--- config.mk ---
export PLATFORM = sky130hd
export DESIGN_NAME = csi_packet_sequencer
export DESIGN_NICKNAME = d
export VERILOG_FILES = /design/src/rtl/csi_packet_sequencer.sv
export SDC_FILE = /design/constraint.sdc
export NUM_CORES = 1
export LEC_CHECK = 0
export ABC_AREA = 1
export CORE_MARGIN = 10
export CORE_UTILIZATION = 35
export CTS_CLUSTER_DIAMETER = 80
export CTS_CLUSTER_SIZE = 16
export DETAILED_ROUTE_END_ITERATION = 7
export HOLD_SLACK_MARGIN = 0.02
export PLACE_DENSITY = 0.55
export SLEW_MARGIN = 25
export SYNTH_ARGS = -nofsm -noshare
export SYNTH_HDL_FRONTEND = slang
export SYNTH_SLANG_ARGS = --single-unit
--- constraint.sdc ---
create_clock -name wb_clk_i -period 1.4 [get_ports wb_clk_i]
set_input_delay 0.14 -clock wb_clk_i [delete_from_list [all_inputs] [get_ports wb_clk_i]]
set_output_delay 0.14 -clock wb_clk_i [all_outputs]
set_load 0.005 [all_outputs]
--- src/rtl/csi_packet_sequencer.sv ---
// Parses the merged CSI-2 byte stream into packets, emits frame/line strobes and forwards the selected payload with CRC-16 checking.
// Latency: pix/strobe/error outputs are registered, one cycle after the byte that causes them.
// Backpressure: none downstream; byte_valid_i=0 stalls all state, and enable_i=0 aborts to IDLE on the next edge.
module csi_packet_sequencer #(
    parameter logic [7:0]  SYNC_BYTE = 8'hB8,
    parameter logic [15:0] MAX_WC    = 16'd4096
) (
    input  logic        wb_clk_i,
    input  logic        wb_rst_i,
    input  logic        enable_i,
    input  logic [5:0]  cfg_dt_i,
    input  logic [1:0]  cfg_vc_i,
    input  logic [7:0]  byte_i,
    input  logic        byte_valid_i,
    output logic [7:0]  pix_byte_o,
    output logic        pix_valid_o,
    output logic        pix_last_o,
    output logic        fs_o,
    output logic        fe_o,
    output logic        ls_o,
    output logic        le_o,
    output logic [5:0]  pkt_dt_o,
    output logic [1:0]  pkt_vc_o,
    output logic [15:0] pkt_wc_o,
    output logic        crc_err_o,
    output logic        hdr_err_o,
    output logic [15:0] frame_cnt_o,
    output logic [15:0] line_cnt_o,
    output logic        busy_o
);

    typedef enum logic [1:0] {ST_IDLE, ST_HDR, ST_PAYLOAD, ST_CRC} state_t;

    // CSI-2 CRC-16 (x^16+x^12+x^5+1), reflected form, data folded LSB first.
    function automatic logic [15:0] crc16_byte(input logic [15:0] crc, input logic [7:0] d);
        logic [15:0] c;
        c = crc;
        for (int i = 0; i < 8; i++) begin
            if (c[0] ^ d[i]) c = (c >> 1) ^ 16'h8408;
            else             c = c >> 1;
        end
        return c;
    endfunction

    state_t      state_q, state_d;
    logic [1:0]  hdr_idx_q, hdr_idx_d;
    logic [7:0]  di_q, di_d;
    logic [15:0] wc_q, wc_d;
    logic [15:0] rem_q, rem_d;
    logic [15:0] crc_q, crc_d;
    logic        crc_idx_q, crc_idx_d;
    logic [7:0]  crc_lo_q, crc_lo_d;
    logic        fwd_q, fwd_d;
    logic [7:0]  pix_byte_q, pix_byte_d;
    logic        pix_valid_q, pix_valid_d;
    logic        pix_last_q, pix_last_d;
    logic        fs_q, fs_d, fe_q, fe_d, ls_q, ls_d, le_q, le_d;
    logic [5:0]  pkt_dt_q, pkt_dt_d;
    logic [1:0]  pkt_vc_q, pkt_vc_d;
    logic [15:0] pkt_wc_q, pkt_wc_d;
    logic        crc_err_q, crc_err_d;
    logic        hdr_err_q, hdr_err_d;
    logic [15:0] frame_cnt_q, frame_cnt_d;
    logic [15:0] line_cnt_q, line_cnt_d;

    // Next-state and registered-output logic; pulses default low every cycle.
    always_comb begin
        state_d     = state_q;
        hdr_idx_d   = hdr_idx_q;
        di_d        = di_q;
        wc_d        = wc_q;
        rem_d       = rem_q;
        crc_d       = crc_q;
        crc_idx_d   = crc_idx_q;
        crc_lo_d    = crc_lo_q;
        fwd_d       = fwd_q;
        pix_byte_d  = pix_byte_q;
        pix_valid_d = 1'b0;
        pix_last_d  = 1'b0;
        fs_d        = 1'b0;
        fe_d        = 1'b0;
        ls_d        = 1'b0;
        le_d        = 1'b0;
        pkt_dt_d    = pkt_dt_q;
        pkt_vc_d    = pkt_vc_q;
        pkt_wc_d    = pkt_wc_q;
        crc_err_d   = 1'b0;
        hdr_err_d   = 1'b0;
        frame_cnt_d = frame_cnt_q;
        line_cnt_d  = line_cnt_q;

        if (!enable_i) begin
            state_d = ST_IDLE;
        end else if (byte_valid_i) begin
            case (state_q)
                ST_IDLE: begin
                    if (byte_i == SYNC_BYTE) begin
                        state_d   = ST_HDR;
                        hdr_idx_d = 2'd0;
                    end
                end
                ST_HDR: begin
                    hdr_idx_d = hdr_idx_q + 2'd1;
                    case (hdr_idx_q)
                        2'd0: di_d       = byte_i;
                        2'd1: wc_d[7:0]  = byte_i;
                        2'd2: wc_d[15:8] = byte_i;
                        default: begin
                            // ECC byte: header complete, decode DI/WC gathered so far.
                            pkt_dt_d = di_q[5:0];
                            pkt_vc_d = di_q[7:6];
                            pkt_wc_d = wc_q;
                            crc_d    = 16'hFFFF;
                            state_d  = ST_IDLE;
                            if (di_q[5:0] < 6'h10) begin
                                if (di_q[7:6] == cfg_vc_i) begin
                                    case (di_q[5:0])
                                        6'h00: begin
                                            fs_d        = 1'b1;
                                            frame_cnt_d = frame_cnt_q + 16'd1;
                                            line_cnt_d  = 16'd0;
                                        end
                                        6'h01:   fe_d = 1'b1;
                                        6'h02:   ls_d = 1'b1;
                                        6'h03:   le_d = 1'b1;
                                        default: ;
                                    endcase
                                end
                            end else if (wc_q > MAX_WC) begin
                                hdr_err_d = 1'b1;
                            end else begin
                                fwd_d     = (di_q[5:0] == cfg_dt_i) && (di_q[7:6] == cfg_vc_i);
                                rem_d     = wc_q;
                                crc_idx_d = 1'b0;
                                state_d   = (wc_q == 16'd0) ? ST_CRC : ST_PAYLOAD;
                            end
                        end
                    endcase
                end
                ST_PAYLOAD: begin
                    crc_d = crc16_byte(crc_q, byte_i);
                    rem_d = rem_q - 16'd1;
                    if (fwd_q) begin
                        pix_byte_d  = byte_i;
                        pix_valid_d = 1'b1;
                        pix_last_d  = (rem_q == 16'd1);
                    end
                    if (rem_q == 16'd1) begin
                        state_d   = ST_CRC;
                        crc_idx_d = 1'b0;
                    end
                end
                ST_CRC: begin
                    if (!crc_idx_q) begin
                        crc_lo_d  = byte_i;
                        crc_idx_d = 1'b1;
                    end else begin
                        crc_err_d = ({byte_i, crc_lo_q} != crc_q);
                        if (fwd_q) line_cnt_d = line_cnt_q + 16'd1;
                        state_d = ST_IDLE;
                    end
                end
                default: state_d = ST_IDLE;
            endcase
        end
    end

    // State and output registers with synchronous reset.
    always_ff @(posedge wb_clk_i) begin
        if (wb_rst_i) begin
            state_q     <= ST_IDLE;
            hdr_idx_q   <= 2'd0;
            di_q        <= 8'd0;
            wc_q        <= 16'd0;
            rem_q       <= 16'd0;
            crc_q       <= 16'hFFFF;
            crc_idx_q   <= 1'b0;
            crc_lo_q    <= 8'd0;
            fwd_q       <= 1'b0;
            pix_byte_q  <= 8'd0;
            pix_valid_q <= 1'b0;
            pix_last_q  <= 1'b0;
            fs_q        <= 1'b0;
            fe_q        <= 1'b0;
            ls_q        <= 1'b0;
            le_q        <= 1'b0;
            pkt_dt_q    <= 6'd0;
            pkt_vc_q    <= 2'd0;
            pkt_wc_q    <= 16'd0;
            crc_err_q   <= 1'b0;
            hdr_err_q   <= 1'b0;
            frame_cnt_q <= 16'd0;
            line_cnt_q  <= 16'd0;
        end else begin
            state_q     <= state_d;
            hdr_idx_q   <= hdr_idx_d;
            di_q        <= di_d;
            wc_q        <= wc_d;
            rem_q       <= rem_d;
            crc_q       <= crc_d;
            crc_idx_q   <= crc_idx_d;
            crc_lo_q    <= crc_lo_d;
            fwd_q       <= fwd_d;
            pix_byte_q  <= pix_byte_d;
            pix_valid_q <= pix_valid_d;
            pix_last_q  <= pix_last_d;
            fs_q        <= fs_d;
            fe_q        <= fe_d;
            ls_q        <= ls_d;
            le_q        <= le_d;
            pkt_dt_q    <= pkt_dt_d;
            pkt_vc_q    <= pkt_vc_d;
            pkt_wc_q    <= pkt_wc_d;
            crc_err_q   <= crc_err_d;
            hdr_err_q   <= hdr_err_d;
            frame_cnt_q <= frame_cnt_d;
            line_cnt_q  <= line_cnt_d;
        end
    end

    assign pix_byte_o  = pix_byte_q;
    assign pix_valid_o = pix_valid_q;
    assign pix_last_o  = pix_last_q;
    assign fs_o        = fs_q;
    assign fe_o        = fe_q;
    assign ls_o        = ls_q;
    assign le_o        = le_q;
    assign pkt_dt_o    = pkt_dt_q;
    assign pkt_vc_o    = pkt_vc_q;
    assign pkt_wc_o    = pkt_wc_q;
    assign crc_err_o   = crc_err_q;
    assign hdr_err_o   = hdr_err_q;
    assign frame_cnt_o = frame_cnt_q;
    assign line_cnt_o  = line_cnt_q;
    assign busy_o      = (state_q != ST_IDLE);

endmodule

# ---- After elaboration in Yosys (flattened, before gate mapping)
# Index checks and enable logic that the tools add are counted.
dict set report word_totals {
  output_inout_bits 73
  word_cells 174
  ff_bits 142
}
dict set report classes {
  n_lt_le_gt_ge 2
  muxes 63
  bitwise 27
  n_reduce_logical 31
  add_sub_neg 4
  eq_ne 23
}
# op n
set op_table {}
lappend op_table {{$mux W16} 39}
lappend op_table {{$pmux W16 S2} 3}
lappend op_table {{$add A16 B1 Y16 const B} 2}
lappend op_table {{$reduce_and A4 Y1} 8}
lappend op_table {{$not A2 Y3} 8}
lappend op_table {{$ne A2 B2 Y1 const B} 9}
lappend op_table {{$eq A16 B1 Y1 const B} 1}
lappend op_table {{$gt A16 B13 Y1 const B} 1}
lappend op_table {{$logic_not A16 Y1} 1}
lappend op_table {{$ne A16 B16 Y1} 1}
lappend op_table {{$sub A16 B1 Y16 const B} 1}
lappend op_table {{$mux W2} 7}
lappend op_table {{$reduce_and A7 Y1} 2}
lappend op_table {{$eq A6 B2 Y1 const B} 2}
lappend op_table {{$reduce_and A6 Y1} 2}
lappend op_table {{$mux W1} 11}
lappend op_table {{$not A1 Y1} 11}
lappend op_table {{$reduce_or A5 Y1} 2}
lappend op_table {{$reduce_and A9 Y1} 1}
lappend op_table {{$reduce_or A9 Y1} 1}
lappend op_table {{$eq A8 B8 Y1 const B} 1}
lappend op_table {{$pmux W2 S4} 1}
lappend op_table {{$reduce_bool A2 Y1} 4}
lappend op_table {{$reduce_or A8 Y1} 1}
lappend op_table {{19 further kinds} 30}

# ---- Logic depth before layout (Yosys ltp)
dict set report logic_depth {
  ltp_word 38
  mapped_depth 11
}

# ---- Least setup slack after synthesis
# Ideal clock, no wire load.
dict set report synth_timing {
  kind {reg2reg}
  startpoint {register di_q[7]}
  endpoint {register frame_cnt_q[3] (netlist: frame_cnt_o[3])}
  t_arrival_ns 1.281
  path_stages_with_launch 11
  setup_slack_ns -0.023
  path_buffers 1
  required_time_ns 1.257
  period_less_slack_ns 1.423
  setup_time_ns 0.143
  cell_sequence {dfxtp_1 inv_1 nand2_1 nand2_1 nor2_2 inv_1 nor2_1 nand3b_1 clkbuf_1 nand2_1 a21oi_1}
}
dict set report synth_via {
  elab_chain_cells 2
}
# item line_no
set synth_lines {}
lappend synth_lines {{start, declared} 47} ;# logic [7:0] di_q, di_d;
lappend synth_lines {{start signal, assigned} 197} ;# di_q <= di_d;
lappend synth_lines {{$eq A2 B2 Y1} 116} ;# if (di_q[7:6] == cfg_vc_i) begin
lappend synth_lines {{$reduce_and A7 Y1 (no line)} n/a}
lappend synth_lines {{end signal, assigned} 216} ;# frame_cnt_q <= frame_cnt_d;
lappend synth_lines {{end, declared} 63} ;# logic [15:0] frame_cnt_q, frame_cnt_d;
# No other way between the ends.
# A chain may end at the register's enable or synchronous reset.

# ---- Worst setup path after layout
dict set report layout_timing {
  startpoint {register di_q[5]}
  endpoint {register rem_q[11]}
}
dict set report layout_via {
  elab_chain_cells 3
}
# item line_no
set layout_lines {}
lappend layout_lines {{$lt A6 B5 Y1} 115} ;# if (di_q[5:0] < 6'h10) begin
lappend layout_lines {{$ne A2 B2 Y1 (no line)} n/a}
lappend layout_lines {{$reduce_and A6 Y1 (no line)} n/a}
lappend layout_lines {{end signal, assigned} 199} ;# rem_q <= rem_d;
lappend layout_lines {{end, declared} 49} ;# logic [15:0] rem_q, rem_d;
# No other way between the ends.

==> results by group <==
Cells and area
  – Area Growth Syn to Fin: 66.3%
  – Final core utilization: 0.598
  – Layout fillers: 1,810
  – Register area: 2910 um2
  – Post-layout nets: 1,373
  – Ratio of cells with drive above 1 in the final layout: 0.418
  – Area of the multi-input gates: 4860 um2
  – Design Area, Final: 12,200 um2
  – Post-route insts no fill: 1,628
  – Number of antenna diodes: 0

Power
  – Sw frac: 0.230
  – VDD IR max: 0.784 mV
  – Sequential share of power: 0.430
  – Switch Pwr: 2.15 mW
  – Clock Power Share: 0.519
  – Leak Pwr: 5.37 nW
  – Total power: 9.37 mW
  – Power per standard cell area: 766 nW/um2
  – Internal power consumption: 7.21 mW
  – Comb power frac: 0.051

Synth
  – Synthesized instance count: 1,040
  – Sequential share of the synthesized area: 0.387
  – Yosys reg bits: 142
  – Ys Warns: 0
  – Synth cell types: 49
  – Syn nets: 1,068
  – Synth Area per Inst: 7.07 um2
  – Main synth FF type: dfxtp_1
  – Post-synth EDFFs: 0
  – Post-synth ARST share: 0
  – Syn Std Cell Area: 7350 um2

Detailed routing
  – Wirelength per Cell: 15.6 um
  – First drt pass iteration count: 5
  – Initial DRC count: 437
  – Detailed Route WL: 25,400 um
  – Via count: 7,939
  – Drc violations: 0
  – Detail Route Antenna Nets: 0
  – Drt via density: 4.88

Outcome
  – Violated checks: setup timing
  – Status: finished with violations

Floorplan
  – Core area: 20,400 um2
  – Ports: 93
  – Die Ht: 165 um
  – DIE WIDTH: 165 um
  – FP Rows: 52
  – Die Area: 27,200 um2
  – Initial Utilization: 0.360

Setup path
  – CP Launch Type: flop
  – CP max-delay cell: dfxtp_2
  – R2R cell count: 10
  – CP peak stage delay: 0.34 ns
  – Critical Path Sink Type: flop
  – Crit path kind: flop to flop
  – Worst path cell trace: nor2_4 > inv_4 > nor2_4 > buf_4 > nor2_4 > nand2_8 > buf_12 > clkinv_8 > o21ai_1 > nor2_1
  – Crit Reg-Reg Endpoint: rem_q[11]
  – CP required: 1.72 ns
  – Register-to-register setup slack: -0.16 ns
  – CP most frequent cell: nor2_4
  – WP data arrival: 1.87 ns
  – CP Max Fanout: 8
  – R2R Path Start: di_q[5]

Clock tree
  – Root Driver: clkbuf_16
  – Clock sink count: 142
  – CTS clk-pin slew, worst paths: 0.07 ns
  – Cts bufs inserted: 17
  – Clock tree buffer depth: 2
  – H-tree depth: 4
  – Latest clock arrival within the worst-skew pair: 0.43 ns
  – Hold bufs inserted after CTS: 0
  – TritonCTS clock tree: yes

Place
  – DP HPWL: 16,800 um
  – Buffers on Ports: 92
  – DP Cell Count: 1,540
  – Gpl congestion: 0.837
  – Cell Area, Placed: 9860 um2
  – Worst slack, placed: -0.425 ns

Min path
  – Hold Crit Class: input port to flop
  – Hold Path Stages: 3
  – Hold Crit Endpoint: hdr_idx_q[1]
  – Start point of the worst hold path: wb_rst_i

Timing
  – Fmax: 642 MHz
  – Pins over their slew limit: 0
  – Final setup violation count: 103
  – Min Hold Slack: 0.164 ns
  – Fin worst setup slack: -0.156 ns
  – Setup TNS: -7.80 ns
  – Crit share post-route: 1.11
  – Max Clock Skew: 0.0105 ns
  – Tmin final: 1.56 ns
  – RSZ-0062 raised after global routing: true
  – Tightest Pin Transition: 0.496 ns
  – Final hold violations: 0
  – Worst slew margin: 0.669

GRT
  – Gr ovfl total: 0
  – Number of global-route vias before repair: 7,668
  – Total Routing Usage GR: 0.178
  – Pin count of the biggest net entering global routing: 78
  – First-pass GRT wire length: 39,000 um
  – Initial antenna violation count: 0

Run
  – Max Cap Viol: 0
[flip-flops by register name, indices dropped and copies added (netlist names), 2 cells and up, named ones only]
signal / flops
line_cnt_o: 16
pkt_vc_o: 2
frame_cnt_o: 16
pkt_dt_o: 6
crc_q: 16
wc_q: 16
crc_lo_q: 8
hdr_idx_q: 2
di_q: 8
pkt_wc_o: 16
rem_q: 16
pix_byte_o: 8
[cells in the mapped netlist, types with 2 or more instances]
cell type / count / area, um2
nor2_8: 2 / 40.0
nor2_2: 4 / 25.0
buf_4: 4 / 30.0
o21ai_1: 7 / 35.0
nand2_1: 200 / 751
nor3b_1: 2 / 15.0
dfxtp_1: 142 / 2840
nor2_4: 2 / 22.5
o21ai_0: 101 / 505
nand4_1: 17 / 106
xnor2_1: 32 / 280
nor3_1: 18 / 90.1
o21bai_1: 3 / 22.5
nand3b_1: 6 / 45.0
buf_6: 2 / 22.5
o211ai_1: 7 / 52.6
nor3_2: 4 / 40.0
xor2_1: 21 / 184
or2_2: 2 / 12.5
inv_1: 82 / 308
nor2_1: 160 / 601
inv_4: 2 / 12.5
a21oi_1: 84 / 420
a21boi_0: 2 / 15.0
nand2_2: 13 / 81.3
ha_1: 8 / 100
a21oi_2: 11 / 96.3
inv_2: 9 / 33.8
buf_2: 14 / 70.1
nand2_4: 4 / 45.0
nor4_1: 3 / 18.8
clkbuf_1: 19 / 71.3
nand3_1: 37 / 185
[power by group through the flow]
stage               sequential (mW)  combinational, mW  clock, mW
global placement               4.13              0.402          0
global route                   4.02              0.512       5.10
finish                         4.03              0.479       4.86
detailed placement             4.13              0.403          0
floorplan                      4.13              0.189          0
CTS                            4.03              0.450       4.92
[cell families after synthesis]
| kind of cell | count (synthesis) | share of synthesized area |
|---|---|---|
| AOI/OAI and AO/OA | 222 | 0.165 |
| xor gates and xnor gates | 53 | 0.0632 |
| adders and majority gates | 8 | 0.0136 |
| buffers and inverters | 136 | 0.0790 |
| DFF | 142 | 0.387 |
| and+or+nand+nor | 479 | 0.293 |
[layer usage]
metal | routed length (um) | vias to the layer above | global-route usage
li1 | - | 4017 | -
met1 | 12000 | 3732 | 0.237
met2 | 11900 | 164 | 0.284
met3 | 1090 | 26 | 0.0306
met4 | 430 | 0 | 0.0580
met5 | 0 | - | 0
[layout make-up]
cell class	count	area share
multi-input combinational	763	0.398
timing repair buffer	324	0.248
sequential	142	0.238
inverter	95	0.0359
clock buffer	18	0.0351
tap	270	0.0276
clock inverter	14	0.0156
timing repair inverter	2	0.00154
[worst max path at each step]
stage                     slack, ns        endpoint        start
after floorplan              -0.009   line_cnt_o[0]      di_q[5]
after global routing          -0.23  frame_cnt_o[9]      di_q[5]
after global placement        -0.37  frame_cnt_o[9]  cfg_vc_i[1]
final                         -0.16       rem_q[11]      di_q[5]
after detailed placement      -0.43  frame_cnt_o[5]  cfg_vc_i[0]
after CTS                     -0.16          busy_o   state_q[0]
[what timing repair did]
item / CTS / global route
pin swaps: 51 / 76
gates cloned: 9 / 5
buffers inserted: 38 / 14
resized for setup: 329 / 188
setup endpoints to repair: 205 / 142
[critical path, delay by kind of cell (launching register included)]
kind | cells | cell delay [ns]
compound gates | 1 | 0.12
simple gates | 5 | 0.56
buf+inv | 4 | 0.44
flops | 1 | 0.34
[placed cells by master (no fill, tap or decap), types with 8 or more instances in the layout]
cell / instances
xnor2_1: 29
inv_1: 67
dfxtp_2: 34
clkdlybuf4s50_1: 22
o21ai_2: 54
buf_12: 18
nor2_2: 23
inv_2: 12
nor2_4: 20
nand2_2: 43
o21ai_0: 30
dlygate4sd2_1: 66
a21oi_1: 56
nand4_1: 17
buf_6: 32
dfxtp_1: 101
nor3_1: 14
a21oi_2: 39
o21ai_1: 23
nand2_4: 9
buf_4: 173
nand2_1: 162
xor2_1: 21
inv_4: 8
nor2_1: 123
nand3_1: 31
clkbuf_16: 20
Note: power is estimated with default switching activity, not from simulation.
